**src/rtl/truth_table_sequencer.sv**
```systemverilog
// Sweeps every input vector of a combinational block under test, holds each one
// for SETTLE cycles, captures the block's outputs into a readable table and counts ones per output.
module truth_table_sequencer #(
    parameter int N_IN   = 4,
    parameter int N_OUT  = 3,
    parameter int SETTLE = 4
) (
    input  logic                      clk,
    input  logic                      rst,
    input  logic                      start,
    input  logic                      abort,
    output logic [N_IN-1:0]           vec,
    input  logic [N_OUT-1:0]          res_in,
    output logic                      busy,
    output logic                      done,
    output logic                      row_valid,
    output logic [N_IN-1:0]           row_idx,
    output logic [N_OUT-1:0]          row_data,
    output logic [N_OUT*(N_IN+1)-1:0] ones_cnt,
    input  logic [N_IN-1:0]           rd_addr,
    output logic [N_OUT-1:0]          rd_data
);

    localparam int ROWS = 1 << N_IN;
    localparam int CW   = N_IN + 1;
    localparam int SW   = (SETTLE > 1) ? $clog2(SETTLE) : 1;

    typedef enum logic [1:0] {S_IDLE, S_SETTLE, S_CAPTURE, S_DONE} state_t;

    state_t             state_q, state_d;
    logic [CW-1:0]      row_q, row_d;
    logic [SW-1:0]      cnt_q, cnt_d;
    logic [N_IN-1:0]    vec_q, vec_d;
    logic               busy_q, busy_d;
    logic               done_q, done_d;
    logic               row_valid_q, row_valid_d;
    logic [N_IN-1:0]    row_idx_q, row_idx_d;
    logic [N_OUT-1:0]   row_data_q, row_data_d;
    logic [CW-1:0]      ones_q [N_OUT];
    logic [CW-1:0]      ones_d [N_OUT];
    logic [N_OUT-1:0]   mem_q [ROWS];
    logic [N_OUT-1:0]   rd_data_q;
    logic               wr_en;

    always_comb begin
        state_d     = state_q;
        row_d       = row_q;
        cnt_d       = cnt_q;
        vec_d       = vec_q;
        busy_d      = busy_q;
        done_d      = done_q;
        row_valid_d = 1'b0;
        row_idx_d   = row_idx_q;
        row_data_d  = row_data_q;
        ones_d      = ones_q;
        wr_en       = 1'b0;
        case (state_q)
            S_IDLE, S_DONE: begin
                if (start && !abort) begin
                    row_d   = '0;
                    vec_d   = '0;
                    cnt_d   = '0;
                    done_d  = 1'b0;
                    busy_d  = 1'b1;
                    state_d = S_SETTLE;
                    for (int k = 0; k < N_OUT; k++) ones_d[k] = '0;
                end
            end
            S_SETTLE: begin
                if (abort) begin
                    state_d = S_IDLE;
                    busy_d  = 1'b0;
                    done_d  = 1'b0;
                    vec_d   = '0;
                end else if (cnt_q == SW'(SETTLE - 1)) begin
                    state_d = S_CAPTURE;
                end else begin
                    cnt_d = cnt_q + SW'(1);
                end
            end
            S_CAPTURE: begin
                // An aborted capture leaves table, counts and row_valid untouched.
                if (abort) begin
                    state_d = S_IDLE;
                    busy_d  = 1'b0;
                    done_d  = 1'b0;
                    vec_d   = '0;
                end else begin
                    wr_en       = 1'b1;
                    row_valid_d = 1'b1;
                    row_idx_d   = row_q[N_IN-1:0];
                    row_data_d  = res_in;
                    for (int k = 0; k < N_OUT; k++) ones_d[k] = ones_q[k] + CW'(res_in[k]);
                    if (row_q == CW'(ROWS - 1)) begin
                        state_d = S_DONE;
                        busy_d  = 1'b0;
                        done_d  = 1'b1;
                    end else begin
                        row_d   = row_q + CW'(1);
                        vec_d   = row_d[N_IN-1:0];
                        cnt_d   = '0;
                        state_d = S_SETTLE;
                    end
                end
            end
            default: state_d = S_IDLE;
        endcase
    end

    always_ff @(posedge clk) begin
        if (rst) begin
            state_q     <= S_IDLE;
            row_q       <= '0;
            cnt_q       <= '0;
            vec_q       <= '0;
            busy_q      <= 1'b0;
            done_q      <= 1'b0;
            row_valid_q <= 1'b0;
            row_idx_q   <= '0;
            row_data_q  <= '0;
            for (int k = 0; k < N_OUT; k++) ones_q[k] <= '0;
        end else begin
            state_q     <= state_d;
            row_q       <= row_d;
            cnt_q       <= cnt_d;
            vec_q       <= vec_d;
            busy_q      <= busy_d;
            done_q      <= done_d;
            row_valid_q <= row_valid_d;
            row_idx_q   <= row_idx_d;
            row_data_q  <= row_data_d;
            ones_q      <= ones_d;
        end
    end

    // Read samples the array before this edge's write lands, so a colliding read returns old data.
    always_ff @(posedge clk) begin
        if (rst) begin
            for (int i = 0; i < ROWS; i++) mem_q[i] <= '0;
            rd_data_q <= '0;
        end else begin
            if (wr_en) mem_q[row_q[N_IN-1:0]] <= res_in;
            rd_data_q <= mem_q[rd_addr];
        end
    end

    for (genvar gi = 0; gi < N_OUT; gi++) begin : g_ones
        assign ones_cnt[gi*CW +: CW] = ones_q[gi];
    end

    assign vec       = vec_q;
    assign busy      = busy_q;
    assign done      = done_q;
    assign row_valid = row_valid_q;
    assign row_idx   = row_idx_q;
    assign row_data  = row_data_q;
    assign rd_data   = rd_data_q;

endmodule
```
**config.mk**
```make
export PLATFORM = sky130hd
export DESIGN_NAME = truth_table_sequencer
export DESIGN_NICKNAME = d
export VERILOG_FILES = /design/src/rtl/truth_table_sequencer.sv
export SDC_FILE = /design/constraint.sdc
export NUM_CORES = 1
export LEC_CHECK = 0
export ABC_AREA = 1
export CORE_UTILIZATION = 40
export DETAILED_ROUTE_END_ITERATION = 6
export HOLD_SLACK_MARGIN = 0.06
export PLACE_DENSITY_LB_ADDON = 0.12
export SLEW_MARGIN = 20
export SYNTH_ARGS = -nofsm -noshare
export SYNTH_HDL_FRONTEND = slang
export SYNTH_SLANG_ARGS = --single-unit
```
**constraint.sdc**
```tcl
create_clock -name clk -period 4.2 [get_ports clk]
set_input_delay 1.05 -clock clk [delete_from_list [all_inputs] [get_ports clk]]
set_output_delay 1.05 -clock clk [all_outputs]
set_load 0.01 [all_outputs]
```
* After elaboration in Yosys (flattened, before gate mapping)
Memories as Yosys holds them, arrays and structs flattened. A register that Yosys moved wholly into a read port is not among the register bits.
Cells that the tools add are included.
Widths: inputs -> output; s select.
** Storage, ports and cells
- Word-level logic and storage cells :: 89
- RAM bits :: 48
- Output and inout bits :: 32
- Latch bits :: 0
- Bits in registers :: 38
- ROM bits :: 0
- Memories :: 1
- Input port bits :: 11
** Operators by class
- Multiply operators :: 0
- $lt $le $gt $ge :: 0
- Add/sub/neg operators :: 5
- Eq/ne operators :: 14
- Reductions and logical operators :: 13
- Div/mod/pow operators :: 0
- Shift-type cells :: 0
- Bitwise logic cells :: 1
- Multiplexer cells :: 43
** Memories
- mem_q :: words 16, width 3, rd ports 1, clocked after memory_dff 1, wr ports 16, RTL line 41 : logic [N_OUT-1:0] mem_q [ROWS];
** Operators with widths (number)
- $mux 15 :: 2
- $pmux 15 s2 :: 1
- $mux 2 :: 10
- $mux 4 :: 5
- $add 5x1->5 :: 3
- $mux 1 :: 15
- $mux 5 :: 3
- $ne 2x2->1 const B :: 6
- $pmux 2 s3 :: 2
- $pmux 4 s3 :: 1
- $pmux 5 s2 :: 1
- $ne 3x3->1 const B :: 3
- $reduce_and 3->1 :: 3
- $eq 2x2->1 const B :: 3
- $pmux 1 s3 :: 2
- $add 5x1->5 const B :: 1
- $eq 5x4->1 const B :: 1
- $reduce_and 5->1 :: 1
- $reduce_and 2->1 :: 2
- $reduce_and 4->1 :: 1
- $mux 3 :: 1
- $reduce_or 3->1 :: 1
- $add 2x1->2 const B :: 1
- $eq 2x1->1 const B :: 1
- 6 further kinds :: 6

* Longest topological paths before layout
- Depth in word-level cells :: 7
- Gate-level depth with buffers :: 10
- Depth with buffers taken out :: 10

* Worst setup path after synthesis
Ideal clock, no wire load.
- Path kind :: input to register
- From :: in abort
- To :: mem mem_q[10][0], enable pin
- Stages on the path :: 7
- Data required time :: 3.897 ns
- Path buffers :: 0
- Library setup time :: 0.303 ns
- Data arrival time :: 1.807 ns
- Path slack :: 2.091 ns
- Cells stage by stage :: inv_1 nand2_2 nor2_4 inv_2 nor2_4 nand2_2 nand2_1
** RTL lines
- start: declaration :: RTL line 11 : input logic abort,
- end: declaration :: RTL line 41

==> out/metrics.yaml <==
global_routing:
  grt_pass1_vias: 3309
  grt_first_pass_wirelength_mm: 16.1
  antenna_found_initial: 0
  grt_overflow: 0
  grt_max_degree: 26
  grt_use_total_pct: 18.6
synth:
  synth-async-reset-ratio_pct: 0
  syn-num-nets: 537
  synthesis.instances: 512
  yosys.area.top_type: "edfxtp_1"
  synth.area.top_cells: "edfxtp_1 34%, dfxtp_1 19%, nand2_1 11%"
  ys_ff_latch: 89
  yosysTopAreaCellShare_pct: 33.7
  synth_area_sq_mm: 0.00428
  synth_most_common_cell: "nand2_1"
  synthTopCellsByCount: "125 x nand2_1, 67 x nor2_1, 50 x inv_1, 50 x nand3_1, 48 x edfxtp_1"
  ys_seq_area_share_pct: 52.8
  synth_area_per_cell_sq_um: 8.36
  synth-edff-count: 48
  ys.flop_type: "edfxtp_1"
  synth_cell_type_count: 29
  synth_warnings: 0
floorplan:
  row_count: 37
  initial_core_util_pct: 41.3
  die_height_microns: 105
  core-area_sq_mm: 0.0104
  die-area_sq_mm: 0.0111
  io_pins: 43
  die_x_microns: 105
place:
  dp_hpwl_mm: 6.64
  dp_cells: 673
  place_area_sq_mm: 0.00480
  place_ws_ns: 1.27
  port_buffers: 42
  gp_congestion: 0.821
sta:
  worst_slack_ns: 1.65
  rsz0062_at_grt: "no"
  min_period_over_period_pct: 60.8
  worst_slew_pin_slew_ns: 0.713
  fin_hold_ws_ns: 0.468
  timing.fmax_ghz: 0.391
  slew_violations: 0
  setup_violations: 0
  finalSetupTns_ns: 0
  maxSlewHeadroom_pct: 52.2
  finalClockSkew_ns: 0.0135
  hold_viol_final: 0
  period_needed_ns: 2.55
job:
  cap_violations: 0
route:
  drc_errors: 0
  wl_per_cell_microns: 13.7
  viasPerCell: 4.80
  routed_wl_mm: 9.43
  antenna_left: 0
  drt_iter0_markers: 91
  drt-pass1-iter-count: 4
  dr_total_vias: 3310
power:
  p_int_mw: 1.37
  power-per-cell-area_mw_per_mm2: 367
  p_sw_uw: 470
  clkPwrFrac_pct: 35.5
  combPwrFrac_pct: 12.4
  swShare_pct: 25.5
  p_leak_nw: 2.06
  total_power_mw: 1.84
  pwr-share-seq_pct: 52.0
  ir_worst_vdd_uv: 148
worst_setup_path:
  path_max_fanout: 20
  required_ns: 4.44
  r2r-end: "mem_q[12][2]$_SDFFCE_PN0P_"
  critical-path-top-delay-family: "buffers and inverters"
  path_cells: "clkdlybuf4s50_1 > clkinv_1 > o21ai_0 > o21bai_1 > a21oi_1"
  critical_path.startpoint: "rst"
  worst_path_max_delay_cell: "clkinv_1"
  crit_path_end: "ones_cnt[12]$_SDFFE_PP0P_"
  cp.depth: 5
  path_class: "in2reg"
  rrSetupSlack_ns: 1.96
  worstRegToRegCells: 8
  r2r-start: "state_q[0]$_SDFFE_PP0P_"
  cp-start-kind: "input pin"
  cp-end-kind: "register"
  critPathBufInv: 2
  arrival_ns: 2.79
  slowest_delay_ns: 0.57
clock_tree:
  clock_path_buffers: 2
  h-tree-depth: 3
  hold_buffers: 0
  cts_root_buffer: "clkbuf_8"
  clock_sinks: 89
  cts_tree: "yes"
  post_cts_buffers: 0
  cts.repair.resized: 0
  cts_buffers: 9
  insertion_delay_ns: 0.36
  cts.clk_slew.worst_paths_ns: 0.08
final_layout:
  finish.utilization_pct: 48.4
  nFillCells: 1033
  syn_to_final_growth_pct: 17.3
  drive_gt1_share_pct: 7.59
  finalInstanceArea_sq_mm: 0.00502
  layout.cells.non_filler: 689
  nets: 573
  num_antenna_cells: 0
run_status:
  status: "complete, no violations"
min_path:
  worstHoldPathCells: 2
  hold_class: "reg2reg"
worst min-delay path: stages (launching register included):
cell	delay, ns
dfxtp_1	0.31
nand2_1	0.06
a21oi_1	0.05
state kept, by name, summed over array words and instances, names as in the netlist:
name	cells
vec	4
done	1
row_idx	4
ones_cnt	15
row_valid	1
row_data	3
state_q	2
cnt_q	2
rd_data	3
mem_q	48
busy	1
row_q	5
power by group through the flow:
stage | Combinational, mW | Sequential (mW) | Clock (mW)
6_report | 0.229 | 0.959 | 0.655
3_3_place_gp | 0.230 | 0.980 | 0
5_1_grt | 0.258 | 0.964 | 0.701
4_1_cts | 0.231 | 0.960 | 0.667
3_5_place_dp | 0.231 | 0.980 | 0
2_1_floorplan | 0.160 | 0.981 | 0
cells in the final DEF, fill, tap and decap left out, types with 3 or more instances in the layout:
master / instances
nand2_1: 125
nor2_1: 67
inv_1: 50
nand3_1: 50
edfxtp_1: 48
clkdlybuf4s50_1: 42
dfxtp_1: 41
a21oi_1: 38
nand2_2: 14
ha_1: 14
o21ai_0: 13
clkbuf_8: 10
nor2_4: 5
xor2_1: 5
clkinv_1: 4
inv_2: 3
buf_4: 3
how the worst min path moves through the flow:
stage,slack (ns),to,from
after floorplan,0.44,row_q[4]$_SDFFE_PP0P_,row_q[4]$_SDFFE_PP0P_
after global placement,0.45,row_q[4]$_SDFFE_PP0P_,row_q[4]$_SDFFE_PP0P_
after detailed placement,0.46,row_q[4]$_SDFFE_PP0P_,row_q[4]$_SDFFE_PP0P_
after CTS,0.47,row_q[4]$_SDFFE_PP0P_,row_q[4]$_SDFFE_PP0P_
after global routing,0.48,row_q[4]$_SDFFE_PP0P_,row_q[4]$_SDFFE_PP0P_
final,0.47,row_q[4]$_SDFFE_PP0P_,row_q[4]$_SDFFE_PP0P_
cell families after synthesis:
family	after synthesis	share of synthesized area, %
flip-flops	89	52.8
AND/OR/NAND/NOR	266	27.0
AO/OA/AOI/OAI	59	7.45
adder cells (fa/ha/maj)	14	4.09
XOR/XNOR	7	1.43
buffers and inverters	77	7.22
metal layers:
| layer | wire length, microns | global-route usage [%] |
|---|---|---|
| met1 | 4420 | 24.1 |
| met5 | 0 | 0 |
| met2 | 4480 | 31.1 |
| met3 | 377 | 2.47 |
| met4 | 154 | 8.15 |
final cells by class:
type | count | area [sq um] | area share, %
clock buffer | 12 | 145 | 2.89
sequential | 89 | 2260 | 45.0
tap | 136 | 170 | 3.39
clock inverter | 4 | 76.3 | 1.52
timing repair buffer | 45 | 443 | 8.82
inverter | 57 | 214 | 4.26
multi-input combinational | 346 | 1710 | 34.1
Note: power is estimated with default switching activity, not from simulation.
